**src/rtl/dispatch_queue_if.sv**
```systemverilog
// Fetch-side handshake and issue-side bus of the dispatch queue.
// The queue takes the slave modport; fetcher/consumers take master.
interface dispatch_queue_if #(
  parameter int XLEN     = 32,
  parameter int OP_W     = 6,
  parameter int ROB_ID_W = 4
);
  logic                fet_valid;
  logic                fet_ready;
  logic [XLEN-1:0]     fet_pc;
  logic                fet_pred_jump;
  logic                fet_is_ls;
  logic                fet_is_jump;
  logic [OP_W-1:0]     fet_optype;
  logic [4:0]          fet_rd;
  logic [4:0]          fet_rs1;
  logic [4:0]          fet_rs2;
  logic [XLEN-1:0]     fet_imm;

  logic                rob_push;
  logic                rename_en;
  logic                ena_rs;
  logic                ena_lsb;
  logic [ROB_ID_W-1:0] out_alias;
  logic [4:0]          out_rd;
  logic [XLEN-1:0]     out_pc;
  logic [OP_W-1:0]     out_optype;
  logic                out_is_jump;
  logic                out_pred_jump;
  logic [ROB_ID_W-1:0] out_q1;
  logic [ROB_ID_W-1:0] out_q2;
  logic [XLEN-1:0]     out_v1;
  logic [XLEN-1:0]     out_v2;
  logic [XLEN-1:0]     out_imm;

  modport slave (
    input  fet_valid, fet_pc, fet_pred_jump, fet_is_ls, fet_is_jump,
           fet_optype, fet_rd, fet_rs1, fet_rs2, fet_imm,
    output fet_ready,
    output rob_push, rename_en, ena_rs, ena_lsb, out_alias, out_rd, out_pc,
           out_optype, out_is_jump, out_pred_jump, out_q1, out_q2, out_v1,
           out_v2, out_imm
  );

  modport master (
    output fet_valid, fet_pc, fet_pred_jump, fet_is_ls, fet_is_jump,
           fet_optype, fet_rd, fet_rs1, fet_rs2, fet_imm,
    input  fet_ready,
    input  rob_push, rename_en, ena_rs, ena_lsb, out_alias, out_rd, out_pc,
           out_optype, out_is_jump, out_pred_jump, out_q1, out_q2, out_v1,
           out_v2, out_imm
  );
endinterface

```
**src/rtl/dispatch_queue.sv**
```systemverilog
// FIFO-buffered dispatcher: queues pre-decoded instructions and issues one per
// cycle from the head to ROB and RS/LSB with operands resolved RF -> ROB -> CDB.
module dispatch_queue #(
  parameter int QUEUE_DEPTH = 4,
  parameter int NUM_CDB     = 2,
  parameter int ROB_ID_W    = 4,
  parameter int XLEN        = 32,
  parameter int OP_W        = 6
) (
  input  logic                        clk,
  input  logic                        rst,
  input  logic                        rdy,
  input  logic                        rollback,
  dispatch_queue_if.slave             bus,
  input  logic                        rs_full,
  input  logic                        lsb_full,
  input  logic                        rob_full,
  input  logic [ROB_ID_W-1:0]         rob_alloc_id,
  output logic [4:0]                  rs1_idx,
  output logic [4:0]                  rs2_idx,
  input  logic [ROB_ID_W-1:0]         rf_q1,
  input  logic [ROB_ID_W-1:0]         rf_q2,
  input  logic [XLEN-1:0]             rf_v1,
  input  logic [XLEN-1:0]             rf_v2,
  input  logic                        rob_q1_rdy,
  input  logic                        rob_q2_rdy,
  input  logic [XLEN-1:0]             rob_v1,
  input  logic [XLEN-1:0]             rob_v2,
  input  logic [NUM_CDB-1:0]          cdb_valid,
  input  logic [NUM_CDB*ROB_ID_W-1:0] cdb_alias,
  input  logic [NUM_CDB*XLEN-1:0]     cdb_value
);

  localparam int PTR_W = $clog2(QUEUE_DEPTH);
  localparam int CNT_W = $clog2(QUEUE_DEPTH + 1);

  typedef struct packed {
    logic [XLEN-1:0] pc;
    logic            pred_jump;
    logic            is_ls;
    logic            is_jump;
    logic [OP_W-1:0] optype;
    logic [4:0]      rd;
    logic [4:0]      rs1;
    logic [4:0]      rs2;
    logic [XLEN-1:0] imm;
  } entry_t;

  typedef struct packed {
    logic [ROB_ID_W-1:0] q;
    logic [XLEN-1:0]     v;
  } opnd_t;

  entry_t             mem [QUEUE_DEPTH];
  logic [PTR_W-1:0]   head;
  logic [PTR_W-1:0]   tail;
  logic [CNT_W-1:0]   count;

  entry_t             head_e;
  logic               not_empty;
  logic               unit_full;
  logic               issue;
  logic               enq;
  logic               byp1;
  logic               byp2;
  opnd_t              op1;
  opnd_t              op2;

  // The bypass tag wins over everything; CDB can still resolve any tag left over.
  function automatic opnd_t resolve(
    input logic [4:0]                  rs,
    input logic                        byp,
    input logic [ROB_ID_W-1:0]         byp_q,
    input logic [ROB_ID_W-1:0]         rf_q,
    input logic [XLEN-1:0]             rf_v,
    input logic                        rob_rdy,
    input logic [XLEN-1:0]             rob_v,
    input logic [NUM_CDB-1:0]          cv,
    input logic [NUM_CDB*ROB_ID_W-1:0] ca,
    input logic [NUM_CDB*XLEN-1:0]     cval
  );
    opnd_t r;
    logic  hit;
    r   = '0;
    hit = 1'b0;
    if (rs != 5'd0) begin
      if (byp)              r.q = byp_q;
      else if (rf_q == '0)  r.v = rf_v;
      else if (rob_rdy)     r.v = rob_v;
      else                  r.q = rf_q;
      if (r.q != '0) begin
        for (int unsigned i = 0; i < NUM_CDB; i++) begin
          if (!hit && cv[i] && ca[i*ROB_ID_W +: ROB_ID_W] == r.q) begin
            hit = 1'b1;
            r.v = cval[i*XLEN +: XLEN];
          end
        end
        if (hit) r.q = '0;
      end
    end
    return r;
  endfunction

  // Acceptance looks only at the registered count, never at a same-cycle pop.
  assign bus.fet_ready = (count != CNT_W'(QUEUE_DEPTH));

  always_comb begin
    head_e    = mem[head];
    not_empty = (count != '0);
    unit_full = head_e.is_ls ? lsb_full : rs_full;
    issue     = rdy && !rollback && not_empty && !rob_full && !unit_full;
    enq       = bus.fet_valid && bus.fet_ready && rdy && !rollback;
    rs1_idx   = not_empty ? head_e.rs1 : 5'd0;
    rs2_idx   = not_empty ? head_e.rs2 : 5'd0;
    // rename_en high means last cycle's issue renamed out_rd, not yet in the regfile
    byp1      = bus.rename_en && (bus.out_rd == head_e.rs1);
    byp2      = bus.rename_en && (bus.out_rd == head_e.rs2);
    op1       = resolve(head_e.rs1, byp1, bus.out_alias, rf_q1, rf_v1, rob_q1_rdy,
                        rob_v1, cdb_valid, cdb_alias, cdb_value);
    op2       = resolve(head_e.rs2, byp2, bus.out_alias, rf_q2, rf_v2, rob_q2_rdy,
                        rob_v2, cdb_valid, cdb_alias, cdb_value);
  end

  always_ff @(posedge clk) begin
    if (enq) begin
      mem[tail] <= '{pc:        bus.fet_pc,
                     pred_jump: bus.fet_pred_jump,
                     is_ls:     bus.fet_is_ls,
                     is_jump:   bus.fet_is_jump,
                     optype:    bus.fet_optype,
                     rd:        bus.fet_rd,
                     rs1:       bus.fet_rs1,
                     rs2:       bus.fet_rs2,
                     imm:       bus.fet_imm};
    end
  end

  always_ff @(posedge clk) begin
    if (rst) begin
      head              <= '0;
      tail              <= '0;
      count             <= '0;
      bus.rob_push      <= 1'b0;
      bus.rename_en     <= 1'b0;
      bus.ena_rs        <= 1'b0;
      bus.ena_lsb       <= 1'b0;
      bus.out_alias     <= '0;
      bus.out_rd        <= '0;
      bus.out_pc        <= '0;
      bus.out_optype    <= '0;
      bus.out_is_jump   <= 1'b0;
      bus.out_pred_jump <= 1'b0;
      bus.out_q1        <= '0;
      bus.out_q2        <= '0;
      bus.out_v1        <= '0;
      bus.out_v2        <= '0;
      bus.out_imm       <= '0;
    end else if (rollback) begin
      head          <= '0;
      tail          <= '0;
      count         <= '0;
      bus.rob_push  <= 1'b0;
      bus.rename_en <= 1'b0;
      bus.ena_rs    <= 1'b0;
      bus.ena_lsb   <= 1'b0;
    end else if (rdy) begin
      if (issue) head <= head + PTR_W'(1);
      if (enq)   tail <= tail + PTR_W'(1);
      case ({enq, issue})
        2'b10:   count <= count + CNT_W'(1);
        2'b01:   count <= count - CNT_W'(1);
        default: count <= count;
      endcase
      bus.rob_push  <= issue;
      bus.rename_en <= issue && (head_e.rd != 5'd0);
      bus.ena_rs    <= issue && !head_e.is_ls;
      bus.ena_lsb   <= issue && head_e.is_ls;
      if (issue) begin
        bus.out_alias     <= rob_alloc_id;
        bus.out_rd        <= head_e.rd;
        bus.out_pc        <= head_e.pc;
        bus.out_optype    <= head_e.optype;
        bus.out_is_jump   <= head_e.is_jump;
        bus.out_pred_jump <= head_e.pred_jump;
        bus.out_q1        <= op1.q;
        bus.out_q2        <= op2.q;
        bus.out_v1        <= op1.v;
        bus.out_v2        <= op2.v;
        bus.out_imm       <= head_e.imm;
      end
    end else begin
      bus.rob_push  <= 1'b0;
      bus.rename_en <= 1'b0;
      bus.ena_rs    <= 1'b0;
      bus.ena_lsb   <= 1'b0;
    end
  end

endmodule

```
**src/flat_wrapper.sv**
```systemverilog
// flat-port wrapper written by rule: the top's interface ports become plain ports
module dispatch_queue_flat 
#(
  parameter int QUEUE_DEPTH = 4,
  parameter int NUM_CDB     = 2,
  parameter int ROB_ID_W    = 4,
  parameter int XLEN        = 32,
  parameter int OP_W        = 6
)
  (clk, rst, rdy, rollback, rs_full, lsb_full, rob_full, rob_alloc_id, rs1_idx, rs2_idx, rf_q1, rf_q2, rf_v1, rf_v2, rob_q1_rdy, rob_q2_rdy, rob_v1, rob_v2, cdb_valid, cdb_alias, cdb_value, bus_fet_valid, bus_fet_pc, bus_fet_pred_jump, bus_fet_is_ls, bus_fet_is_jump, bus_fet_optype, bus_fet_rd, bus_fet_rs1, bus_fet_rs2, bus_fet_imm, bus_fet_ready, bus_rob_push, bus_rename_en, bus_ena_rs, bus_ena_lsb, bus_out_alias, bus_out_rd, bus_out_pc, bus_out_optype, bus_out_is_jump, bus_out_pred_jump, bus_out_q1, bus_out_q2, bus_out_v1, bus_out_v2, bus_out_imm);
  dispatch_queue_if #(.XLEN(XLEN), .OP_W(OP_W), .ROB_ID_W(ROB_ID_W)) bus_i ();
  input  logic clk;
  input  logic rst;
  input  logic rdy;
  input  logic rollback;
  input  logic rs_full;
  input  logic lsb_full;
  input  logic rob_full;
  input  logic [ROB_ID_W-1:0] rob_alloc_id;
  output logic [4:0] rs1_idx;
  output logic [4:0] rs2_idx;
  input  logic [ROB_ID_W-1:0] rf_q1;
  input  logic [ROB_ID_W-1:0] rf_q2;
  input  logic [XLEN-1:0] rf_v1;
  input  logic [XLEN-1:0] rf_v2;
  input  logic rob_q1_rdy;
  input  logic rob_q2_rdy;
  input  logic [XLEN-1:0] rob_v1;
  input  logic [XLEN-1:0] rob_v2;
  input  logic [NUM_CDB-1:0] cdb_valid;
  input  logic [NUM_CDB*ROB_ID_W-1:0] cdb_alias;
  input  logic [NUM_CDB*XLEN-1:0] cdb_value;
  input wire logic [$bits(bus_i.fet_valid)-1:0] bus_fet_valid;
  input wire logic [$bits(bus_i.fet_pc)-1:0] bus_fet_pc;
  input wire logic [$bits(bus_i.fet_pred_jump)-1:0] bus_fet_pred_jump;
  input wire logic [$bits(bus_i.fet_is_ls)-1:0] bus_fet_is_ls;
  input wire logic [$bits(bus_i.fet_is_jump)-1:0] bus_fet_is_jump;
  input wire logic [$bits(bus_i.fet_optype)-1:0] bus_fet_optype;
  input wire logic [$bits(bus_i.fet_rd)-1:0] bus_fet_rd;
  input wire logic [$bits(bus_i.fet_rs1)-1:0] bus_fet_rs1;
  input wire logic [$bits(bus_i.fet_rs2)-1:0] bus_fet_rs2;
  input wire logic [$bits(bus_i.fet_imm)-1:0] bus_fet_imm;
  output wire logic [$bits(bus_i.fet_ready)-1:0] bus_fet_ready;
  output wire logic [$bits(bus_i.rob_push)-1:0] bus_rob_push;
  output wire logic [$bits(bus_i.rename_en)-1:0] bus_rename_en;
  output wire logic [$bits(bus_i.ena_rs)-1:0] bus_ena_rs;
  output wire logic [$bits(bus_i.ena_lsb)-1:0] bus_ena_lsb;
  output wire logic [$bits(bus_i.out_alias)-1:0] bus_out_alias;
  output wire logic [$bits(bus_i.out_rd)-1:0] bus_out_rd;
  output wire logic [$bits(bus_i.out_pc)-1:0] bus_out_pc;
  output wire logic [$bits(bus_i.out_optype)-1:0] bus_out_optype;
  output wire logic [$bits(bus_i.out_is_jump)-1:0] bus_out_is_jump;
  output wire logic [$bits(bus_i.out_pred_jump)-1:0] bus_out_pred_jump;
  output wire logic [$bits(bus_i.out_q1)-1:0] bus_out_q1;
  output wire logic [$bits(bus_i.out_q2)-1:0] bus_out_q2;
  output wire logic [$bits(bus_i.out_v1)-1:0] bus_out_v1;
  output wire logic [$bits(bus_i.out_v2)-1:0] bus_out_v2;
  output wire logic [$bits(bus_i.out_imm)-1:0] bus_out_imm;
  assign bus_i.fet_valid = bus_fet_valid;
  assign bus_i.fet_pc = bus_fet_pc;
  assign bus_i.fet_pred_jump = bus_fet_pred_jump;
  assign bus_i.fet_is_ls = bus_fet_is_ls;
  assign bus_i.fet_is_jump = bus_fet_is_jump;
  assign bus_i.fet_optype = bus_fet_optype;
  assign bus_i.fet_rd = bus_fet_rd;
  assign bus_i.fet_rs1 = bus_fet_rs1;
  assign bus_i.fet_rs2 = bus_fet_rs2;
  assign bus_i.fet_imm = bus_fet_imm;
  assign bus_fet_ready = bus_i.fet_ready;
  assign bus_rob_push = bus_i.rob_push;
  assign bus_rename_en = bus_i.rename_en;
  assign bus_ena_rs = bus_i.ena_rs;
  assign bus_ena_lsb = bus_i.ena_lsb;
  assign bus_out_alias = bus_i.out_alias;
  assign bus_out_rd = bus_i.out_rd;
  assign bus_out_pc = bus_i.out_pc;
  assign bus_out_optype = bus_i.out_optype;
  assign bus_out_is_jump = bus_i.out_is_jump;
  assign bus_out_pred_jump = bus_i.out_pred_jump;
  assign bus_out_q1 = bus_i.out_q1;
  assign bus_out_q2 = bus_i.out_q2;
  assign bus_out_v1 = bus_i.out_v1;
  assign bus_out_v2 = bus_i.out_v2;
  assign bus_out_imm = bus_i.out_imm;
  dispatch_queue #(.QUEUE_DEPTH(QUEUE_DEPTH), .NUM_CDB(NUM_CDB), .ROB_ID_W(ROB_ID_W), .XLEN(XLEN), .OP_W(OP_W)) u_core (.clk(clk), .rst(rst), .rdy(rdy), .rollback(rollback), .bus(bus_i), .rs_full(rs_full), .lsb_full(lsb_full), .rob_full(rob_full), .rob_alloc_id(rob_alloc_id), .rs1_idx(rs1_idx), .rs2_idx(rs2_idx), .rf_q1(rf_q1), .rf_q2(rf_q2), .rf_v1(rf_v1), .rf_v2(rf_v2), .rob_q1_rdy(rob_q1_rdy), .rob_q2_rdy(rob_q2_rdy), .rob_v1(rob_v1), .rob_v2(rob_v2), .cdb_valid(cdb_valid), .cdb_alias(cdb_alias), .cdb_value(cdb_value));
endmodule
```
**config.mk**
```make
export PLATFORM = sky130hd
export DESIGN_NAME = dispatch_queue_flat
export DESIGN_NICKNAME = d
export VERILOG_FILES = /design/src/rtl/dispatch_queue_if.sv /design/src/rtl/dispatch_queue.sv /design/src/flat_wrapper.sv
export SDC_FILE = /design/constraint.sdc
export NUM_CORES = 1
export LEC_CHECK = 0
export ABC_CLOCK_PERIOD_IN_PS = 10550
export BUFFER_PORTS_ARGS = -buffer_cell sky130_fd_sc_hd__buf_4
export CAP_MARGIN = 20
export CORE_AREA = 2 2 193 214
export DETAILED_ROUTE_END_ITERATION = 10
export DIE_AREA = 0 0 195 216
export PLACE_DENSITY = 0.79
export RECOVER_POWER = 50
export SYNTH_ARGS = -nofsm -noshare
export SYNTH_HDL_FRONTEND = slang
export SYNTH_SLANG_ARGS = --single-unit
```
**constraint.sdc**
```tcl
create_clock -name clk -period 10.55 [get_ports clk]
set_clock_uncertainty 0.2 [all_clocks]
set_input_delay 1.055 -clock clk [delete_from_list [all_inputs] [get_ports clk]]
set_output_delay 1.055 -clock clk [all_outputs]
set_load 0.03 [all_outputs]
```
; After elaboration in Yosys (flattened, before gate mapping)
; Memory sizes are Yosys's and may differ from the RTL's. A register that Yosys moved wholly into a read port is not among the register bits.
; Index checks and enable logic that the tools add are counted.
[op_classes]
addsub = 4
eq_ne = 9
n_mux = 44
bitwise = 2
n_reduce_logical = 39
[op_table]
columns = operator, n
row1 = two-way mux 32 bit, 10
row2 = two-way mux 36 bit, 4
row3 = two-way mux 4 bit, 10
row4 = logical AND 1 bit, 18
row5 = equality test 4 bit, 4
row6 = two-way mux 1 bit, 15
row7 = nonzero test 5 bit, 3
row8 = equality test 5 bit, 2
row9 = two-way mux 5 bit, 2
row10 = zero test 4 bit, 2
row11 = nonzero test 4 bit, 2
row12 = zero test 1 bit, 6
row13 = one-hot mux 3 bit (2 select lines), 1
row14 = AND reduction 2 bit, 3
row15 = "adder 2 x 1 -> 2 bit, second input constant", 2
row16 = two-way mux 2 bit, 2
row17 = "adder 3 x 1 -> 3 bit, second input constant", 1
row18 = "!= test 3 bit, second input constant", 1
row19 = AND reduction 3 bit, 1
row20 = nonzero test 3 bit, 1
row21 = OR reduction 3 bit, 1
row22 = "subtractor 3 x 1 -> 3 bit, second input constant", 1
row23 = "equality test 2 x 1 -> 1 bit, second input constant", 1
row24 = "equality test 2 bit, second input constant", 1
row25 = 3 further kinds, 4
[word_totals]
register_bits = 164
ram_bits = 352
input_bits = 312
out_inout_bits = 168
elab_cells = 117
memories = 1
[memory_table]
columns = memory, words, width, read_ports, rd_clocked_by_memory_dff, wr, line_no
row1 = u_core.mem, 4, 88, 1, 1, 1, dispatch_queue.sv:54  ; entry_t mem [QUEUE_DEPTH];

; Logic depth before layout (Yosys ltp)
; Gate-level depths: netlist of the first run.
[depth]
depth_word = 18
ltp_mapped = 14
ltp_nobuf = 11

; Least setup slack after synthesis of the first run
; No wires, ideal clock.
[synth_path]
path_kind = input to register
start = input port rollback
end = memory u_core.mem[0][0] (netlist name) (enable)
setup_time_ps = 456
arrival_time_ps = 3585
t_required_ps = 9894
slack_ps = 6309
cell_stages = 3
n_path_buf = 1
cell_sequence = and4b_1 clkbuf_1 and2_1
[synth_via]
elab_chain_cells = 4
[synth_rtl]
columns = item, line_no
row1 = "start, declared", flat_wrapper.sv:15  ; input logic rollback;
row2 = zero test 1 bit, dispatch_queue.sv:112  ; enq = bus.fet_valid && bus.fet_ready && rdy && !rollback;
row3 = logical AND 1 bit, dispatch_queue.sv:112
row4 = two-way mux 1 bit, dispatch_queue.sv:125  ; if (enq) begin
row5 = two-way mux 1 bit (implied by the code), dispatch_queue.sv:126  ; mem[tail] <= '{pc: bus.fet_pc,
row6 = "end, declared", dispatch_queue.sv:54
; No other way between the ends.

; Worst setup path after layout of the first run
[layout_path]
start = input port rollback
end = memory u_core.mem[3][8] (netlist name) (enable)
; The elaborated chain is that of the path after synthesis.

==> out/results.txt, run 1 <==
Final WS setup -> 5.67 ns
Fraction of registers with async set/reset -> 0%
Die Y-Extent -> 216 µm
Initial Util -> 53.4%
Share of cells above drive strength 1 -> 29.3%
Syn Area/Cell -> 13.5 µm²
Pre-CTS setup slack -> 5.22 ns
R2r startpoint -> u_core.count[0]
Via Count -> 15170
Wirelength per Cell -> 23.9 µm
Hpwl dp -> 41.7 mm
Leak -> 0.00922 µW
Critical Path Sink Type -> flip-flop
Synth Cell Area -> 21300 µm²
Commonest non-fill, non-tap cell in the layout -> buf_4
RSZ-0062 raised after global routing -> no
Vias per std cell -> 5.88
# Post-CTS Setup Buffers -> 0
Area grow syn2layout -> 24.5%
Tcrit/Tclk final -> 46.3%
Power Dens Cells -> 158 nW/µm²
Hold Violations, Final -> 0
R2R cell count -> 5
Most frequent CP cell -> buf_4
Hold_buf cts -> 0
CTS tree -> built
Max Slew Vio Count -> 150
CP Class -> in2reg
Post-layout min period -> 4.88 ns
DRT Pass-1 Iters -> 6
Sink Count -> 518
Hold/Removal Path Class -> reg2reg
Worst-Skew Late Latency -> 0.59 ns
Final Wtd Congestion -> 0.891
Clock tree root buffer cell -> clkbuf_16
Slowest cell on the critical path -> and2_0
Worst Hold Path EP -> u_core.bus.out_imm[11]
Syn Nets -> 1897
Status -> complete, but fails checks
Synth Instances -> 1579
Post-CTS Resized -> 0
Sequential share of the synthesized area -> 65.2%
Maximum clock rate -> 205 MHz
FF-to-FF setup slack -> 5.70 ns
Commonest non-fill, non-tap cells in the layout -> 386 x buf_4, 352 x edfxtp_1, 331 x nand2_1, 164 x dfxtp_1, 129 x clkbuf_1
CTS clk-pin slew, worst paths -> 0.06 ns
First-pass GRT wire length -> 90.8 mm
Worst Hold Launch -> u_core.bus.out_imm[11]
Setup TNS -> 0 ns
EDFF count, synth -> 352
CTS Buffer Depth -> 3
Setup crit start -> rollback
Total CTS buffers -> 49
Worst IR drop on VDD -> 161 µV
Synth cell types -> 62
Worst-path cell chain -> buf_4 > and4b_1 > and2_0 > buf_4
DR iter-0 viols -> 1111
Num rows -> 77
Largest net degree at the start of global routing -> 85
Initial antenna violation count -> 23
IO buf count -> 479
WP data arrival -> 4.90 ns
Die area -> 42100 µm²
Slew headroom -> -113%
Critical Path Fanout Max -> 51
ANT nets after route -> 0
Die W -> 195 µm
Top Ports -> 480
Failing checks -> max-capacitance violations, max-slew violations
CP peak stage delay -> 2.34 ns
Core area -> 39900 µm²
Max_cap viols -> 4
Synthesis-stage register bit count -> 518
GR Overflow Total -> 0
Clock H-tree levels -> 2
Tightest Pin Transition -> 3.19 ns
Worst reg2reg path endpoint -> u_core.mem[3][8]
Vias in the first global route -> 15077
Final #Nets -> 2334
Total track usage -> 28.6%
Drt total wl -> 61.6 mm
Hold Path Cell Cnt -> 2
Worst setup SP type -> primary input
WP data required -> 10.56 ns
Yosys Warn Count -> 0
# DRC -> 0
Final setup vio count -> 0
Predominant post-synthesis flop cell -> edfxtp_1
-- worst max-delay path: cells and delay by family --
family                 cells  cell delay (ns)
buffers and inverters      2             1.06
and+or+nand+nor            2             2.74
-- flip-flops by register name, summed over array words and instances, names as in the netlist, named ones only --
register	count
u_core.count	3
u_core.bus.ena_lsb	1
u_core.bus.rename_en	1
u_core.bus.out_optype	6
u_core.bus.ena_rs	1
u_core.bus.out_q1	4
u_core.bus.out_rd	5
u_core.bus.out_pred_jump	1
u_core.bus.rob_push	1
u_core.bus.out_alias	4
u_core.bus.out_pc	32
u_core.bus.out_imm	32
u_core.tail	2
u_core.head	2
u_core.bus.out_v1	32
u_core.bus.out_is_jump	1
u_core.bus.out_q2	4
u_core.bus.out_v2	32
u_core.mem	352
-- logic make-up (layout without fill, tap and decap cells) --
kind of cell	Yosys count	count (layout)	synth area share, %
AOI/OAI and AO/OA	322	322	11.3
xor gates and xnor gates	32	32	1.46
adders and majority gates	6	6	0.387
buffers and inverters	157	634	3.03
DFF	518	518	65.2
muxes	94	94	9.59
other	0	11	0
and+or+nand+nor	450	450	9.08
-- metal layers --
metal  share of wire, %  GRT usage [%]  up-vias
li1                   -              -     6838
met2                 50           48.1      748
met5               0.25              0        -
met4                3.5           11.0       24
met3                 11           10.0      146
met1                 36           33.8     7414
-- power breakdown --
group          switching, µW  total, µW  internal, µW
combinational            116        208          92.2
clock                    747       1800          1050
sequential              3.42       2180          2180
total                    866       4190          3330
-- through the flow --
stage	hold WS, ns	total power (µW)	util, %	area, µm²	instances
after CTS	0.256	4230	67.5	26900	2568
after global placement	0.244	2440	63.4	25300	2477
final	0.255	4190	66.5	26500	2580
after detailed placement	0.247	2450	63.4	25300	2477
after global routing	0.274	4310	66.5	26500	2575
after floorplan	0.285	2310	-	21300	1579
-- Yosys cell counts (6+ instances only) --
| master | n | area, µm² |
|---|---|---|
| a21oi_1 | 87 | 435 |
| a22oi_1 | 65 | 488 |
| and2_1 | 6 | 37.5 |
| buf_1 | 11 | 41.3 |
| buf_2 | 9 | 45.0 |
| clkbuf_1 | 85 | 319 |
| dfxtp_1 | 166 | 3320 |
| edfxtp_1 | 352 | 10600 |
| inv_1 | 44 | 165 |
| mux4_2 | 88 | 1980 |
| nand2_1 | 332 | 1250 |
| nand3_1 | 36 | 180 |
| nor2_1 | 24 | 90.1 |
| nor2b_1 | 17 | 106 |
| nor3_1 | 8 | 40.0 |
| o21ai_0 | 72 | 360 |
| o221ai_1 | 33 | 289 |
| o311ai_2 | 31 | 504 |
| xnor2_1 | 18 | 158 |
| xor2_1 | 10 | 87.6 |
-- worst max-delay path by stage --
stage / end / cells past startpoint
4_1_cts: u_core.count[1] / 9
3_5_place_dp: u_core.count[2] / 12
5_1_grt: u_core.mem[3][7] / 5
2_1_floorplan: u_core.mem[0][0] / 3
3_3_place_gp: u_core.count[2] / 12
6_report: u_core.mem[3][8] / 4
-- layout make-up --
type	count	area [µm²]
Inverter	45	170
Clock buffer	72	1370
Tap cell	513	642
Clock inverter	19	277
Antenna cell	11	27.5
Multi-Input combinational cell	904	6820
Sequential cell	518	13900
Timing Repair Buffer	498	3320
Fill cell	2905	13400
Note: power is estimated with default switching activity, not from simulation.
==> run 2: changes to the inputs <==
--- a/config.mk
+++ b/config.mk
@@ -5,13 +5,13 @@
 export SDC_FILE = /design/constraint.sdc
 export NUM_CORES = 1
 export LEC_CHECK = 0
-export ABC_CLOCK_PERIOD_IN_PS = 10550
+export ABC_CLOCK_PERIOD_IN_PS = 4300
 export BUFFER_PORTS_ARGS = -buffer_cell sky130_fd_sc_hd__buf_4
 export CAP_MARGIN = 20
-export CORE_AREA = 2 2 193 214
+export CORE_AREA = 2 2 202 224
 export DETAILED_ROUTE_END_ITERATION = 10
-export DIE_AREA = 0 0 195 216
-export PLACE_DENSITY = 0.79
+export DIE_AREA = 0 0 204 226
+export PLACE_DENSITY = 0.76
 export RECOVER_POWER = 50
 export SYNTH_ARGS = -nofsm -noshare
 export SYNTH_HDL_FRONTEND = slang
==> constraint.sdc (replaced) <==
create_clock -name clk -period 4.3 [get_ports clk]
set_clock_uncertainty 0.2 [all_clocks]
set_input_delay 0.43 -clock clk [delete_from_list [all_inputs] [get_ports clk]]
set_output_delay 0.43 -clock clk [all_outputs]
set_load 0.03 [all_outputs]
==> out/results.txt, run 2 (synthesized netlist as in run 1, its figures left out) <==
Status -> complete, but fails checks
Failing checks -> max-capacitance violations, max-slew violations
GR Overflow Total -> 0 (unchanged)
CTS clk-pin slew, worst paths -> 0.07 ns (about the same)
Initial Util -> 48.5% (-5.0 points)
Internal -> 8530 µW (+160%)
Comb power frac -> 6.1% (+1.1 points)
Commonest non-fill, non-tap cells in the layout -> 352 x edfxtp_1, 331 x nand2_1, 251 x clkbuf_1, 251 x buf_4, 173 x dlygate4sd3_1
Via Count -> 15921 (+5.0%)
Tightest Pin Transition -> 2.45 ns (-0.736 ns)
Max_cap viols -> 1 (-3)
Slowest cell on the critical path -> dlygate4sd3_1
CTS tree -> built
Seq pwr share -> 49.5% (-2.6 points)
Sw Share -> 21.2% (+0.54 points)
Num rows -> 81 (+5.2%)
# Post-CTS Setup Buffers -> 0 (unchanged)
# DRC -> 0 (unchanged)
Wirelength per Cell -> 24.0 µm (+0.65%)
Sink Count -> 518 (unchanged)
WP data required -> 4.59 ns (-5.97 ns)
Slew headroom -> -63.4% (+49 points)
Worst-Skew Late Latency -> 0.60 ns (about the same)
Top Ports -> 480 (unchanged)
Total track usage -> 28.8% (+0.21 points)
Die area -> 46100 µm² (+9.5%)
CP Class -> reg2reg
Worst-path cell chain -> buf_4 > mux4_2 > xor2_1 > nor3_2 > and2_1 > o21ai_1 > o311ai_4 > buf_4 > o221ai_1 > dlygate4sd3_1
Share of cells above drive strength 1 -> 21.7% (-7.6 points)
Max Slew Vio Count -> 45 (-70%)
Clock H-tree levels -> 2 (unchanged)
Finished Layout Cells -> 2828 (+9.6%)
Clock tree root buffer cell -> clkbuf_16
Placed cell count -> 2549 (+2.9%)
Hold Violations, Final -> 0 (unchanged)
FF/Latch Area -> 13900 µm² (unchanged)
Vias in the first global route -> 16234 (+7.7%)
ANT nets after route -> 0 (unchanged)
WP data arrival -> 4.33 ns (-0.57 ns)
Overall Power -> 10800 µW (+160%)
Critical Path Fanout Max -> 32 (-37%)
Die Y-Extent -> 226 µm (+4.6%)
Worst IR drop on VDD -> 422 µV (+160%)
NetSw -> 2290 µW (+170%)
Final #Nets -> 2511 (+7.6%)
Post-layout min period -> 4.05 ns
Multi-input logic area -> 6820 µm² (about the same)
Die W -> 204 µm (+4.6%)
Max reg flops -> 352 (unchanged)
Commonest non-fill, non-tap cell in the layout -> edfxtp_1
CP peak stage delay -> 0.59 ns (-1.75 ns)
Total CTS buffers -> 50 (+2.0%)
Maximum clock rate -> 247 MHz
Tcrit/Tclk final -> 94.1%
IO buf count -> 479 (unchanged)
Setup TNS -> 0 ns (unchanged)
Vias per std cell -> 5.63 (-4.3%)
Reg with most FFs -> u_core.mem
DR iter-0 viols -> 1195 (+7.6%)
First-pass GRT wire length -> 98.8 mm (+8.9%)
CTS Buffer Depth -> 3 (unchanged)
DRT Pass-1 Iters -> 7 (+1)
Leak -> 0.00949 µW (+2.9%)
Power Dens Cells -> 385 nW/µm² (+140%)
Filler cells -> 3412 (+17%)
Worst setup SP type -> flip-flop
Clock power share -> 44.4% (+1.4 points)
Drt total wl -> 68.0 mm (+10%)
Core area -> 44000 µm² (+10%)
RSZ-0062 raised after global routing -> no
Critical Path Sink Type -> flip-flop
Hpwl dp -> 43.6 mm (+4.7%)
Final setup vio count -> 0 (unchanged)
Initial antenna violation count -> 17 (-26%)
Largest net degree at the start of global routing -> 81 (-4.7%)
Area grow syn2layout -> 31.8%
Most frequent CP cell -> buf_4
Final Wtd Congestion -> 0.965 (+8.4%)
Hold/Removal Path Class -> in2reg
-- run 2: changes by cell type in the layout (fill, tap and decap cells not counted), moves of 4 or more --
cell,previous run,this run
bufinv_16,6,11
clkinv_4,0,4
clkbuf_1,129,251
buf_4,386,251
clkbuf_8,4,0
clkinv_1,4,8
dlygate4sd3_1,0,173
and2_0,4,0
buf_12,0,4
-- run 2: repair_timing --
item,CTS,global route
gates resized for setup,0,2
setup endpoints to repair,0,3
hold buffers,173,0
hold endpoints to repair,421,0
-- run 2: path summary, 6_finish.rpt --
check,start,endpoint,slack [ns],cells past startpoint
min reg2reg,u_core.bus.out_optype[5],u_core.bus.out_optype[5],0.25,2
max reg2reg,flip-flop,u_core.bus.out_v1[7],0.25,10
min,rf_v2[27],u_core.bus.out_v2[27],0.03,5
max,flip-flop,u_core.bus.out_v1[7],0.25,10
-- run 2: final cells by class --
class | count | share of cell area, %
Inverter | 45 | 0.619
Clock buffer | 56 | 4.61
Sequential cell | 518 | 49.5
Timing Repair Buffer | 674 | 16.4
Multi-Input combinational cell | 904 | 24.3
Clock inverter | 38 | 1.87
Antenna cell | 12 | 0.107
Tap cell | 581 | 2.59
-- run 2: per-layer routing --
metal	wire length, µm	part of all wire (%)	vias to the layer above	track usage [%]
li1	-	-	7173	-
met1	23800	35	7846	32.4
met5	69	0.10	-	0
met4	3030	4.4	10	12.9
met3	6270	9.2	159	8.40
met2	34800	51	733	50.6
-- run 2: power groups by stage --
stage | Combinational [µW] | Sequential, µW | Clock [µW]
after global placement | 546 | 5460 | 0
final | 661 | 5350 | 4810
after detailed placement | 555 | 5460 | 0
after global routing | 705 | 5350 | 5040
after CTS | 688 | 5350 | 4870
after floorplan | 189 | 5470 | 0
-- run 2: per-stage QoR --
step           cell area (µm²)  util [%]  setup WS [ns]  hold WS, ns
2_1_floorplan            21300         -          0.423        0.285
3_3_place_gp             25400      57.8          0.391        0.243
3_5_place_dp             25400      57.8          0.299        0.247
4_1_cts                  29000      65.9          0.134    0.0000180
5_1_grt                  28100      63.9         0.0325       0.0326
6_report                 28100      63.9          0.253       0.0335
-- run 2: critical path, delay by kind of cell, from the launching register on --
kind	cells	cell delay, ns
buf+inv	3	1.34
compound gates	3	0.57
simple gates	2	0.88
mux	1	0.41
flops	1	0.34
xor+xnor	1	0.17
